`config.mk`:
```
export PLATFORM = sky130hd
export DESIGN_NAME = gray_frame_reader
export DESIGN_NICKNAME = d
export VERILOG_FILES = /design/src/rtl/gray_frame_reader.sv
export SDC_FILE = /design/constraint.sdc
export NUM_CORES = 1
export LEC_CHECK = 0
export CORE_UTILIZATION = 30
export CTS_BUF_LIST = sky130_fd_sc_hd__clkbuf_8
export CTS_CLUSTER_DIAMETER = 40
export DETAILED_ROUTE_END_ITERATION = 7
export GPL_ROUTABILITY_DRIVEN = 0
export GPL_TIMING_DRIVEN = 0
export REMOVE_ABC_BUFFERS = 1
export SKIP_LAST_GASP = 1
export SYNTH_ARGS = -nofsm -noshare
export SYNTH_HDL_FRONTEND = slang
export SYNTH_SLANG_ARGS = --single-unit
```
`constraint.sdc`:
```
create_clock -name clk -period 5.36 [get_ports clk]
set_clock_uncertainty 0.1 [all_clocks]
set_input_delay 0.804 -clock clk [delete_from_list [all_inputs] [get_ports clk]]
set_output_delay 0.804 -clock clk [all_outputs]
set_load 0.01 [all_outputs]
```
`src/rtl/gray_frame_reader.sv`:
```
// Read-side pixel buffer between the SDRAM read port and the VGA controller.
// Buffers 12-bit grayscale pixels in a small FIFO and serves them as 10-bit R=G=B on request.
module gray_frame_reader #(
  parameter int H_ACTIVE   = 640,
  parameter int V_ACTIVE   = 480,
  parameter int FIFO_DEPTH = 16,
  parameter int PREFILL    = 8
) (
  input  logic        clk,
  input  logic        rst,
  input  logic [11:0] in_data,
  input  logic        in_valid,
  output logic        in_ready,
  input  logic        frame_start,
  input  logic        pix_req,
  output logic [9:0]  oRed,
  output logic [9:0]  oGreen,
  output logic [9:0]  oBlue,
  output logic        pix_valid,
  output logic        underflow,
  output logic        frame_done,
  output logic [9:0]  x_cnt,
  output logic [8:0]  y_cnt
);

  localparam int PW = $clog2(FIFO_DEPTH);
  localparam int CW = PW + 1;
  localparam logic [CW-1:0] DEPTH_C   = CW'(FIFO_DEPTH);
  localparam logic [CW-1:0] PREFILL_C = CW'(PREFILL);
  localparam logic [9:0]    X_LAST    = 10'(H_ACTIVE - 1);
  localparam logic [8:0]    Y_LAST    = 9'(V_ACTIVE - 1);

  typedef enum logic [1:0] {S_IDLE, S_PREFILL, S_STREAM} state_t;

  state_t          state_q, state_d;
  logic [PW-1:0]   wr_ptr_q, wr_ptr_d;
  logic [PW-1:0]   rd_ptr_q, rd_ptr_d;
  logic [CW-1:0]   count_q, count_d;
  logic [9:0]      rgb_q, rgb_d;
  logic            pix_valid_q, pix_valid_d;
  logic            underflow_q, underflow_d;
  logic            frame_done_q, frame_done_d;
  logic [9:0]      x_q, x_d;
  logic [8:0]      y_q, y_d;

  // Only the upper 10 bits of each pixel are ever displayed, so only those are stored.
  logic [9:0]      mem_q [FIFO_DEPTH];
  logic            unused_lsbs;
  logic            ready_c, push, pop, serve;

  assign unused_lsbs = ^in_data[1:0];

  always_comb begin
    ready_c = (state_q != S_IDLE) && (count_q < DEPTH_C);
    push    = in_valid && ready_c && !frame_start;
    serve   = (state_q == S_STREAM) && pix_req && !frame_start;
    pop     = serve && (count_q != '0);

    state_d      = state_q;
    wr_ptr_d     = wr_ptr_q;
    rd_ptr_d     = rd_ptr_q;
    count_d      = count_q;
    rgb_d        = rgb_q;
    pix_valid_d  = 1'b0;
    underflow_d  = underflow_q;
    frame_done_d = 1'b0;
    x_d          = x_q;
    y_d          = y_q;

    if (frame_start) begin
      state_d  = S_PREFILL;
      wr_ptr_d = '0;
      rd_ptr_d = '0;
      count_d  = '0;
      x_d      = '0;
      y_d      = '0;
    end else begin
      if (push) wr_ptr_d = wr_ptr_q + 1'b1;
      if (pop)  rd_ptr_d = rd_ptr_q + 1'b1;
      count_d = count_q + CW'(push) - CW'(pop);

      case (state_q)
        S_PREFILL: begin
          if (count_q >= PREFILL_C) state_d = S_STREAM;
        end
        S_STREAM: begin
          if (serve) begin
            pix_valid_d = 1'b1;
            // An empty FIFO still consumes the request: black is shown and the position advances.
            rgb_d = pop ? mem_q[rd_ptr_q] : '0;
            if (!pop) underflow_d = 1'b1;
            if (x_q == X_LAST) begin
              x_d = '0;
              if (y_q == Y_LAST) begin
                y_d          = '0;
                frame_done_d = 1'b1;
                state_d      = S_IDLE;
              end else begin
                y_d = y_q + 1'b1;
              end
            end else begin
              x_d = x_q + 1'b1;
            end
          end
        end
        default: ;
      endcase
    end
  end

  always_ff @(posedge clk) begin
    if (push) mem_q[wr_ptr_q] <= in_data[11:2];
  end

  always_ff @(posedge clk or posedge rst) begin
    if (rst) begin
      state_q      <= S_IDLE;
      wr_ptr_q     <= '0;
      rd_ptr_q     <= '0;
      count_q      <= '0;
      rgb_q        <= '0;
      pix_valid_q  <= 1'b0;
      underflow_q  <= 1'b0;
      frame_done_q <= 1'b0;
      x_q          <= '0;
      y_q          <= '0;
    end else begin
      state_q      <= state_d;
      wr_ptr_q     <= wr_ptr_d;
      rd_ptr_q     <= rd_ptr_d;
      count_q      <= count_d;
      rgb_q        <= rgb_d;
      pix_valid_q  <= pix_valid_d;
      underflow_q  <= underflow_d;
      frame_done_q <= frame_done_d;
      x_q          <= x_d;
      y_q          <= y_d;
    end
  end

  assign in_ready   = ready_c;
  assign oRed       = rgb_q;
  assign oGreen     = rgb_q;
  assign oBlue      = rgb_q;
  assign pix_valid  = pix_valid_q;
  assign underflow  = underflow_q;
  assign frame_done = frame_done_q;
  assign x_cnt      = x_q;
  assign y_cnt      = y_q;

endmodule
```
; ---- Yosys cells after proc, flatten, opt, wreduce, memory -nomap -nowiden
; Memory sizes are Yosys's and may differ from the RTL's.
; Index checks and enable logic that the tools add are counted.
[classes]
n_reduce_logical = 20
addsub = 6
bitwise = 2
magnitude_cmp = 2
n_mux = 31
eq_ne = 8
[op_table]
columns = operator, n
row1 = 2-to-1 mux 10 bit, 5
row2 = 2-to-1 mux 9 bit, 5
row3 = 2-to-1 mux 4 bit, 4
row4 = nonzero test 2 bit, 6
row5 = adder 10 x 1 -> 10 bit (second input constant), 1
row6 = equality test 10 bit (second input constant), 1
row7 = 2-to-1 mux 1 bit, 10
row8 = 2-to-1 mux 2 bit, 5
row9 = adder 9 x 1 -> 9 bit (second input constant), 1
row10 = equality test 9 bit (second input constant), 1
row11 = adder 4 x 1 -> 4 bit (second input constant), 2
row12 = logical AND 1 bit, 6
row13 = inequality test 3 x 2 -> 1 bit (second input constant), 2
row14 = inequality test 3 bit (second input constant), 2
row15 = AND reduction 3 bit, 2
row16 = adder 5 x 1 -> 5 bit, 1
row17 = greater-or-equal comparator 5 x 4 -> 1 bit (second input constant), 1
row18 = < comparator 5 bit (second input constant), 1
row19 = 2-to-1 mux 5 bit, 1
row20 = AND reduction 5 bit, 1
row21 = nonzero test 5 bit, 1
row22 = subtractor 5 x 1 -> 5 bit, 1
row23 = case mux 2 bit (2 select lines), 1
row24 = AND reduction 4 bit, 1
row25 = other kinds (6), 7
[totals]
output_inout_bits = 53
mem_bits_rw = 160
register_bits = 47
elab_cells = 80
memories = 1
inputBits = 17
[memory_table]
columns = memory, words, width, read_ports, rd_ports_with_merged_regs, write_ports, line_no
row1 = mem_q, 16, 10, 1, 0, 1, 47  ; logic [9:0] mem_q [FIFO_DEPTH];

; ---- Logic depth before layout (Yosys ltp)
; Gate-level depths: netlist of the first run.
[logic_depth]
ltp_word = 7
ltp_mapped = 14
mapped_depth_nobuf = 13

; ---- Worst setup path after synthesis of the first run
; No wires, ideal clock.
[synth_path]
kind = input port to flip-flop
startpoint = input frame_start
endpoint = register count_q[4]
t_arrival_ns = 2.922
cell_stages = 12
path_slack_ns = 2.201
n_path_buf = 1
path_cell_list = nand4bb_1 -> nor2_1 -> clkbuf_1 -> ha_1 -> inv_1 -> ha_1 -> inv_1 -> fa_1 -> nand2b_1 -> a21oi_1 -> or3_1 -> a21oi_1
[synth_between]
elab_chain_cells = 5
word_cells_on_any_way = 7
cone_classes = add/sub: 2 / mux: 1 / reduce/logical: 4
[synth_lines]
columns = item, line_no
row1 = start: declaration, 14  ; input logic frame_start,
row2 = logical NOT 1 bit, "55, 56"
row3 = "logical AND 1 bit, on equally long branches", "55, 56"
row4 = adder 5 x 1 -> 5 bit or logical AND 1 bit (tied branches), "80, 57"
row5 = subtractor 5 x 1 -> 5 bit, 80  ; count_d = count_q + CW'(push) - CW'(pop);
row6 = 2-to-1 mux 5 bit *, 70  ; if (frame_start) begin
row7 = named net count_d[4], 38  ; logic [CW-1:0] count_q, count_d;
row8 = end signal: assignment, 131  ; count_q <= count_d;
row9 = end: declaration, 38
; The timed path passes the listed nets; every way through them passes the cells marked *.
; A chain may end at the register's enable or synchronous reset.

; ---- Final worst setup path of the first run
; Same ends and word-level chain as after synthesis.

==> results.sh, run 1 <==
export IMPL_remaining_antenna_violation_count_after_routing=0
export IMPL_dr_first_iter_drc_count=424
export IMPL_clock_tree_root="sky130_fd_sc_hd__clkbuf_8"
export IMPL_yosys_area_top_type_share_pct=54.4
export IMPL_route_final_wire_length_mm=18.5
export IMPL_gr_max_usage_layer="met2"
export IMPL_crit_chain="clkdlybuf4s50_1 -> nand4bb_2 -> nor2_2 -> ha_1 -> inv_1 -> ha_1 -> inv_1 -> fa_1 -> nand2b_1 -> a21oi_1 -> or3_1 -> a21oi_1"
export IMPL_route_vias_total=4806
export IMPL_worst_setup_path_start_kind="input port"
export IMPL_timing_critical_path_fanout_max=29
export IMPL_io_pins=70
export IMPL_detailedPlace_worstSlack_ns=-0.684
export IMPL_antennaDiodeCount=0
export IMPL_use_met2_pct=20.1
export IMPL_fp_dieH_um=174
export IMPL_worst_ep_required_time_ns=5.58
export IMPL_die_w_um=174
export IMPL_fillCellCount=2715
export IMPL_finalSetupViolCount=0
export IMPL_cts_buffers=34
export IMPL_yosys_warnings=0
export IMPL_synth_top_area_cell="sky130_fd_sc_hd__edfxtp_1"
export IMPL_synth_edff_count=160
export IMPL_timing_hold_violations_final=0
export IMPL_post_route_util_pct=36.4
export IMPL_global_route_usage_total_pct=12.5
export IMPL_maxSlewViolCount=0
export IMPL_worst_hold_startpoint="underflow"
export IMPL_tritoncts_num_sinks=207
export IMPL_layout_drive_gt1_share_pct=13.8
export IMPL_number_of_nets_in_the_layout=618
export IMPL_input_output_buffers=67
export IMPL_finalWorstSetupSlack_ns=0.493
export IMPL_post_dp_hpwl_mm=11.7
export IMPL_final_period_minus_worst_setup_slack_ns=4.87
export IMPL_irDropWorstVdd_mv=0.229
export IMPL_slew_limit_headroom_pct=8.39
export IMPL_min_delay_worst_endpoint="underflow"
export IMPL_holdPathStages=1
export IMPL_ctsHtreeMaxLevel=2
export IMPL_fmax_ghz=0.205
export IMPL_syn2layout_area_growth_pct=18.8
export IMPL_rows=62
export IMPL_avgViaCountPerCell=4.84
export IMPL_post_layout_total_power_w=0.00361
export IMPL_worst_slew_pin_transition_ns=1.37
export IMPL_mappedNetlistArea_um2=8840
export IMPL_hold_path_class="flip-flop to flip-flop"
export IMPL_timing_rr_end="count_q[4]"
export IMPL_average_cell_area_after_synthesis_um2=17.0
export IMPL_globalRoute_totalOverflow=0
export IMPL_fp_coreArea_um2=28900
export IMPL_number_of_standard_cells_after_synthesis=519
export IMPL_end_kind="flip-flop"
export IMPL_worst_path_max_delay_cell="sky130_fd_sc_hd__clkdlybuf4s50_1"
export IMPL_ctsLongestPathBuffers=3
export IMPL_clk_latency_ns=0.52
export IMPL_ys_seq_area_share_pct=67.7
export IMPL_grt_max_degree=37
export IMPL_synth_lib_cells_used_distinct=52
export IMPL_dr_pass1_iters=6
export IMPL_postSynth_asyncResetShare_pct=22.7
export IMPL_crit_type="input port to flip-flop"
export IMPL_wl_per_cell_um=18.6
export IMPL_tritoncts="yes"
export IMPL_signal_arrival_time_at_the_worst_endpoint_ns=5.09
export IMPL_synth_seq_cells=207
export IMPL_cp_buffers_inverters=3
export IMPL_synthMostInstantiatedCell="sky130_fd_sc_hd__edfxtp_1"
export IMPL_outcome="finished, final reports clean"
export IMPL_ys_flop_type="sky130_fd_sc_hd__edfxtp_1"
export IMPL_path_clk_slew_ns=0.05
export IMPL_reg2reg_depth=11
export IMPL_regToRegSetupSlack_ns=1.71
export IMPL_drc=0
export IMPL_start_util_pct=30.6
export IMPL_rsz0062_at_grt="no"
export IMPL_grt_antenna_before_repair=0
export IMPL_first_global_vias=4994
export IMPL_gr_usage_met1_pct=16.6
export IMPL_die_area_um2=30100
export IMPL_leakagePower_nw=3.58
export IMPL_yosys_top_cells_area="sky130_fd_sc_hd__edfxtp_1, sky130_fd_sc_hd__dfrtp_1, sky130_fd_sc_hd__mux4_1"
export IMPL_cp_top_family="simple AND/OR/NAND/NOR gates"
export IMPL_post_synth_most_frequent_cells="sky130_fd_sc_hd__edfxtp_1, sky130_fd_sc_hd__dfrtp_1, sky130_fd_sc_hd__mux2i_1"
export IMPL_buffer_count_from_post_cts_setup_fixing=0
export IMPL_cpPeakStageDelay_ns=1.03
export IMPL_max_cap_violations=0
export IMPL_first_pass_grt_wire_length_mm=28.7
export IMPL_final_period_util_pct=90.8
export IMPL_setup_total_negative_slack_ns=0
export IMPL_powerDensity_nw_per_um2=343
export IMPL_grt_util_met3_pct=3.22
export IMPL_rr_startpoint="state_q[0]"
==> cell usage in the layout, fill, tap and decap left out, types with 13 or more instances in the layout <==
master,netlist,layout
sky130_fd_sc_hd__clkbuf_8,0,42
sky130_fd_sc_hd__clkdlybuf4s50_1,0,67
sky130_fd_sc_hd__dfrtp_1,47,45
sky130_fd_sc_hd__edfxtp_1,160,160
sky130_fd_sc_hd__ha_1,14,14
sky130_fd_sc_hd__inv_1,20,29
sky130_fd_sc_hd__mux2i_1,31,31
sky130_fd_sc_hd__mux4_1,27,27
sky130_fd_sc_hd__mux4_2,13,13
sky130_fd_sc_hd__nand2_1,19,19
sky130_fd_sc_hd__nor2_1,29,27
==> registers in the layout, indices dropped and copies added (netlist names), 2 cells and up <==
register / count
y_cnt: 9
oBlue: 10
mem_q: 160
rd_ptr_q: 4
wr_ptr_q: 4
x_cnt: 10
state_q: 2
count_q: 5
==> per-layer routing <==
layer  up-vias  share of wire [%]
met5         -                  0
met4         0                1.8
met3        34                6.1
met2       159                 47
met1      2467                 45
li1       2146                  -
==> worst max-delay path by stage <==
stage,from,endpoint,cells past startpoint
floorplan,frame_start,count_q[4],11
finish,frame_start,count_q[4],12
detailed placement,frame_start,count_q[4],12
global route,frame_start,count_q[4],12
global placement,frame_start,count_q[4],12
CTS,frame_start,count_q[4],12
==> area by class of cell <==
cell class                 count  area, µm²  area share [%]
sequential                   207       5980            57.0
clock buffer                  42        578            5.51
timing repair buffer          74        776            7.39
multi-input combinational    249       2520            24.0
clock inverter                18       86.3           0.823
tap                          384        480            4.58
inverter                      20       75.1           0.715
==> stage by stage <==
step                      hold slack (ns)  area (µm²)  cells
after CTS                           0.397       10500    994
final                               0.406       10500    994
after global routing                0.420       10500    994
after detailed placement            0.385        9820    934
after floorplan                     0.393        8540    476
after global placement              0.374        9690    927
==> worst register-to-register path, cell delays in order, from the launching register on <==
cell                        delay [ns]
sky130_fd_sc_hd__dfrtp_1          0.41
sky130_fd_sc_hd__nand4bb_2        0.64
sky130_fd_sc_hd__nor2_2           0.81
sky130_fd_sc_hd__ha_1             0.35
sky130_fd_sc_hd__inv_1            0.05
sky130_fd_sc_hd__ha_1             0.15
sky130_fd_sc_hd__inv_1            0.05
sky130_fd_sc_hd__fa_1             0.39
sky130_fd_sc_hd__nand2b_1         0.16
sky130_fd_sc_hd__a21oi_1          0.18
sky130_fd_sc_hd__or3_1            0.13
sky130_fd_sc_hd__a21oi_1          0.06
==> power breakdown <==
| part | switching (W) | internal (W) | leakage, nW | total [W] |
|---|---|---|---|---|
| Combinational | 0.000209 | 0.000214 | 1.11 | 0.000424 |
| Sequential | 0.0000591 | 0.00180 | 2.08 | 0.00186 |
| Clock | 0.000610 | 0.000714 | 0.387 | 0.00132 |
==> logic make-up after synthesis <==
family,Yosys count,share of synthesized area [%]
DFF,207,67.7
muxes,71,14.9
adders and majority gates,15,2.21
and+or+nand+nor,99,5.83
AOI/OAI and AO/OA,50,3.87
buffers and inverters,63,4.18
xor gates and xnor gates,14,1.39
==> repair_timing <==
item	4_1_cts	5_1_grt
gates resized for setup	1	1
setup endpoints to repair	1	1
endpoints found under the hold margin	0	0
hold buffers	0	0
Note: power is estimated with default switching activity, not from simulation.
==> run 2, diff against run 1 <==
Settings changed: GPL_TIMING_DRIVEN 0 to 1, MAX_ROUTING_LAYER set to met4.
==> run 2 against run 1 <==
Against the previous run:
- total power grew 2.3%
- first-iteration DRC count fell by 22%
- worst setup slack gained 1.4 ns
- clock power is 7% higher
- sequential cell count unchanged
- cell count rose by 1.0%
- combinational power barely moved
- utilization is essentially flat
- hold slack got worse by 0.027 ns
==> results.sh, run 2 (synthesis results as in run 1) <==
export IMPL_post_dp_hpwl_mm=11.4
export IMPL_worst_path_max_delay_cell="sky130_fd_sc_hd__clkdlybuf4s50_1"
export IMPL_crit_chain="clkdlybuf4s50_1 -> nand4bb_1 -> buf_4 -> nor2_1 -> buf_4 -> ha_1 -> inv_1 -> ha_1 -> inv_1 -> fa_1 -> nand2b_1 -> a21oi_1 -> or3_1 -> a21oi_1"
export IMPL_leakagePower_nw=3.59
export IMPL_cts_hold_buf=0
export IMPL_final_period_minus_worst_setup_slack_ns=3.48
export IMPL_dr_first_iter_drc_count=332
export IMPL_finalSetupViolCount=0
export IMPL_first_global_vias=4937
export IMPL_globalRoute_totalOverflow=0
export IMPL_postCtsResizedCells=0
export IMPL_grt_antenna_before_repair=0
export IMPL_tritoncts_num_sinks=207
export IMPL_remaining_antenna_violation_count_after_routing=0
export IMPL_leading_cell_types_in_the_layout_fill_and_taps_excluded="sky130_fd_sc_hd__edfxtp_1, sky130_fd_sc_hd__clkdlybuf4s50_1, sky130_fd_sc_hd__dfrtp_1"
export IMPL_antennaDiodeCount=0
export IMPL_post_route_util_pct=36.4
export IMPL_most_common_library_cell_in_the_layout_ignoring_fill_and_taps="sky130_fd_sc_hd__edfxtp_1"
export IMPL_die_w_um=174
export IMPL_tritoncts="yes"
export IMPL_layout_drive_gt1_share_pct=12.9
export IMPL_irDropWorstVdd_mv=0.194
export IMPL_cts_buffers=37
export IMPL_crit_type="input port to flip-flop"
export IMPL_hold_path_class="flip-flop to flip-flop"
export IMPL_grt_max_degree=48
export IMPL_largest_register="mem_q"
export IMPL_route_vias_total=4807
export IMPL_rows=62
export IMPL_signal_arrival_time_at_the_worst_endpoint_ns=3.77
export IMPL_placed_cells_incl_taps=937
export IMPL_ctsHtreeMaxLevel=2
export IMPL_route_final_wire_length_mm=18.1
export IMPL_fmax_ghz=0.287
export IMPL_clock_tree_root="sky130_fd_sc_hd__clkbuf_8"
export IMPL_drc=0
export IMPL_maxSlewViolCount=0
export IMPL_worst_setup_path_start_kind="input port"
export IMPL_dr_pass1_iters=5
export IMPL_powerDensity_nw_per_um2=351
export IMPL_setup_total_negative_slack_ns=0
export IMPL_number_of_flip_flops_in_the_largest_register=160
export IMPL_final_period_util_pct=65.0
export IMPL_timing_critical_path_fanout_max=15
export IMPL_outcome="finished, final reports clean"
export IMPL_cp_top_family="buffers and inverters"
export IMPL_rsz0062_at_grt="no"
export IMPL_timing_hold_violations_final=0
export IMPL_io_pins=70
export IMPL_hold_ws_ns=0.380
export IMPL_syn2layout_area_growth_pct=18.8
export IMPL_ctsLongestPathBuffers=3
export IMPL_worst_slew_pin_transition_ns=1.13
export IMPL_start_util_pct=30.6
export IMPL_clk_latency_ns=0.52
export IMPL_max_cap_violations=0
export IMPL_number_of_nets_in_the_layout=624
export IMPL_wl_per_cell_um=18.0
export IMPL_slew_limit_headroom_pct=24.7
export IMPL_first_pass_grt_wire_length_mm=27.9
export IMPL_instances_no_fill=1004
export IMPL_input_output_buffers=67
export IMPL_worst_ep_required_time_ns=5.64
export IMPL_cp_buffers_inverters=5
export IMPL_die_area_um2=30100
export IMPL_cpPeakStageDelay_ns=0.73
export IMPL_fp_coreArea_um2=28900
export IMPL_fp_dieH_um=174
export IMPL_path_clk_slew_ns=0.05
export IMPL_end_kind="flip-flop"
export IMPL_buffer_count_from_post_cts_setup_fixing=0
export IMPL_global_route_usage_total_pct=12.4
export IMPL_avgViaCountPerCell=4.79
[run 2: cell count changes in the layout (fill, tap and decap cells not counted), moves of 2 or more]
cell / change
sky130_fd_sc_hd__buf_12: -3
sky130_fd_sc_hd__nor2_1: +2
sky130_fd_sc_hd__clkinv_1: +2
sky130_fd_sc_hd__clkinvlp_4: +2
sky130_fd_sc_hd__nor3_1: +4
sky130_fd_sc_hd__buf_4: +10
sky130_fd_sc_hd__inv_1: +4
sky130_fd_sc_hd__buf_6: -4
sky130_fd_sc_hd__clkinv_4: +2
sky130_fd_sc_hd__clkinv_2: -3
sky130_fd_sc_hd__nor3_2: -4
sky130_fd_sc_hd__nor2_2: -2
[run 2: layout make-up]
cell class | instances | area [µm²]
clock inverters | 24 | 136
inverters | 20 | 75.1
flip-flops and latches | 207 | 5980
repair buffers | 77 | 746
well taps | 384 | 480
fillers | 2692 | 18400
multi-input cells | 249 | 2490
clock buffers | 43 | 592
[run 2: through the flow]
stage                     total power [W]  area, µm²  setup slack [ns]
final                             0.00369      10500              1.88
after global placement            0.00230       9770              1.47
after detailed placement          0.00231       9770              1.37
after floorplan                   0.00208       8540              1.91
after global routing              0.00386      10500              1.67
after CTS                         0.00374      10500              1.91
[run 2: power breakdown]
| group | leakage [nW] | total [W] | switching, W | internal [W] |
|---|---|---|---|---|
| clock | 0.419 | 0.00141 | 0.000631 | 0.000783 |
| sequential | 2.08 | 0.00186 | 0.0000564 | 0.00180 |
| combinational | 1.09 | 0.000421 | 0.000209 | 0.000212 |
[run 2: worst paths after layout]
| check | startpoint | end | slack (ns) | cells past startpoint |
|---|---|---|---|---|
| max reg2reg | count_q[2] | count_q[4] | 2.27 | 14 |
| min | underflow | underflow | 0.38 | 1 |
| min in group asynchronous | rst | y_cnt[7] | 0.77 | 2 |
| max | frame_start | count_q[4] | 1.88 | 14 |
| min reg2reg | underflow | underflow | 0.38 | 1 |
| max in group asynchronous | rst | rd_ptr_q[2] | 3.67 | 2 |
[run 2: routing by layer]
metal  routed length (µm)  GRT usage, %
met1                 7580          15.2
met4                  479          4.53
met2                 8880          20.2
met5                    0             -
met3                 1130          2.59
==> run 3, diff against run 2 <==
Clock period 5.36 ns to 2.96 ns, I/O delays scaled along.
==> run 3 against run 2 <==
Against the previous run:
- utilization is 0.38 points higher
- cell count increased by 1.7%
- register-to-register slack lost 2.1 ns
- sequential share of layout area fell by 0.59 points
- wire length grew 6.6%
- via count increased by 2.4%
- die area stayed put
- hold slack worse by 0.18 ns
- largest cell class unchanged
- highest routed layer unchanged
==> results.sh, run 3 (synthesis results as in run 1) <==
export IMPL_number_of_flip_flops_in_the_largest_register=160
export IMPL_timing_hold_violations_final=0
export IMPL_fp_coreArea_um2=28900
export IMPL_die_w_um=174
export IMPL_layout_drive_gt1_share_pct=15.2
export IMPL_crit_type="flip-flop to flip-flop"
export IMPL_timing_critical_path_fanout_max=2
export IMPL_max_cap_violations=0
export IMPL_input_output_buffers=67
export IMPL_signal_arrival_time_at_the_worst_endpoint_ns=3.07
export IMPL_end_kind="flip-flop"
export IMPL_rsz0062_at_grt="no"
export IMPL_route_final_wire_length_mm=19.3
export IMPL_powerDensity_nw_per_um2=617
export IMPL_number_of_nets_in_the_layout=644
export IMPL_postCtsResizedCells=0
export IMPL_hold_path_class="input port to asynchronous set/reset pin"
export IMPL_finalSetupViolCount=0
export IMPL_cts_hold_buf=0
export IMPL_antennaDiodeCount=0
export IMPL_wl_per_cell_um=18.9
export IMPL_buffer_count_from_post_cts_setup_fixing=0
export IMPL_worst_slew_pin_transition_ns=0.900
export IMPL_global_route_usage_total_pct=13.3
export IMPL_rows=62
export IMPL_hold_ws_ns=0.201
export IMPL_avgViaCountPerCell=4.82
export IMPL_tritoncts="yes"
export IMPL_fp_dieH_um=174
export IMPL_clock_tree_root="sky130_fd_sc_hd__clkbuf_8"
export IMPL_first_global_vias=5061
export IMPL_outcome="finished, final reports clean"
export IMPL_post_dp_hpwl_mm=11.9
export IMPL_multiInputGateArea_um2=2490
export IMPL_drc=0
export IMPL_leakagePower_nw=3.68
export IMPL_fmax_ghz=0.363
export IMPL_die_area_um2=30100
export IMPL_route_vias_total=4921
export IMPL_post_route_util_pct=36.8
export IMPL_worst_setup_path_start_kind="flip-flop"
export IMPL_grt_max_degree=42
export IMPL_cts_buffers=35
export IMPL_fillCellCount=2743
export IMPL_worst_ep_required_time_ns=3.28
export IMPL_slew_limit_headroom_pct=40.0
export IMPL_seqCellArea_um2=5980
export IMPL_remaining_antenna_violation_count_after_routing=0
export IMPL_most_common_library_cell_in_the_layout_ignoring_fill_and_taps="sky130_fd_sc_hd__edfxtp_1"
export IMPL_largest_register="mem_q"
export IMPL_first_pass_grt_wire_length_mm=29.5
export IMPL_clk_latency_ns=0.52
export IMPL_reg2reg_depth=13
export IMPL_maxSlewViolCount=0
export IMPL_irDropWorstVdd_mv=0.325
export IMPL_ctsHtreeMaxLevel=2
export IMPL_final_period_util_pct=93.1
export IMPL_ctsLongestPathBuffers=3
export IMPL_syn2layout_area_growth_pct=20.0
export IMPL_dr_first_iter_drc_count=369
export IMPL_final_period_minus_worst_setup_slack_ns=2.76
export IMPL_grt_antenna_before_repair=0
export IMPL_dr_pass1_iters=5
export IMPL_path_clk_slew_ns=0.06
export IMPL_io_pins=70
export IMPL_start_util_pct=30.6
export IMPL_setup_total_negative_slack_ns=0
export IMPL_globalRoute_totalOverflow=0
export IMPL_leading_cell_types_in_the_layout_fill_and_taps_excluded="sky130_fd_sc_hd__edfxtp_1, sky130_fd_sc_hd__clkdlybuf4s50_1, sky130_fd_sc_hd__dfrtp_1"
export IMPL_tritoncts_num_sinks=207
run 3: worst max-delay path, stage by stage (launching register included):
cell	delay, ns
sky130_fd_sc_hd__dfrtp_1	0.38
sky130_fd_sc_hd__inv_1	0.10
sky130_fd_sc_hd__ha_1	0.18
sky130_fd_sc_hd__nor4b_2	0.25
sky130_fd_sc_hd__nor2_1	0.10
sky130_fd_sc_hd__ha_1	0.30
sky130_fd_sc_hd__inv_1	0.06
sky130_fd_sc_hd__ha_1	0.16
sky130_fd_sc_hd__inv_1	0.06
sky130_fd_sc_hd__fa_1	0.38
sky130_fd_sc_hd__nand2b_1	0.17
sky130_fd_sc_hd__a21oi_1	0.19
sky130_fd_sc_hd__o21ai_0	0.11
sky130_fd_sc_hd__a21oi_1	0.16
run 3: layout make-up:
class	count	area share (%)
Clock inverter	26	1.44
Sequential cell	207	56.4
Multi-Input combinational cell	249	23.4
Timing Repair Buffer	99	8.82
Tap cell	384	4.53
Inverter	20	0.708
Clock buffer	36	4.67
run 3: final timing paths:
| check | endpoint | start | slack [ns] |
|---|---|---|---|
| min in group clk | underflow | underflow | 0.40 |
| worst max-delay path | count_q[4] | count_q[2] | 0.20 |
| worst max register to register | count_q[4] | count_q[2] | 0.20 |
| worst min register to register | underflow | underflow | 0.40 |
| worst min-delay path | rd_ptr_q[3] | rst | 0.20 |
| max in group asynchronous | count_q[2] | rst | 1.93 |
run 3: stage by stage:
step           std cells  setup slack (ns)  total power (W)  cell area, µm²
2_1_floorplan        476            -0.129          0.00377            8540
3_3_place_gp         959            0.0541          0.00418            9960
3_5_place_dp         959           -0.0674          0.00422            9960
4_1_cts             1021             0.207          0.00662           10600
5_1_grt             1021            0.0530          0.00682           10600
6_report            1021             0.203          0.00654           10600
run 3: per-layer routing:
metal,share of wire [%],wire [µm],vias up,global-route usage [%]
li1,-,-,2211,-
met1,45,8670,2515,17.5
met2,47,9000,158,20.6
met3,6.1,1180,37,2.87
met4,2.1,407,0,4.28
met5,0,0,-,-
run 3: power breakdown:
part,leakage (nW),internal (W),switching (W)
clock,0.384,0.00124,0.00114
combinational,1.22,0.000404,0.000399
sequential,2.08,0.00326,0.000105
total,3.68,0.00490,0.00164
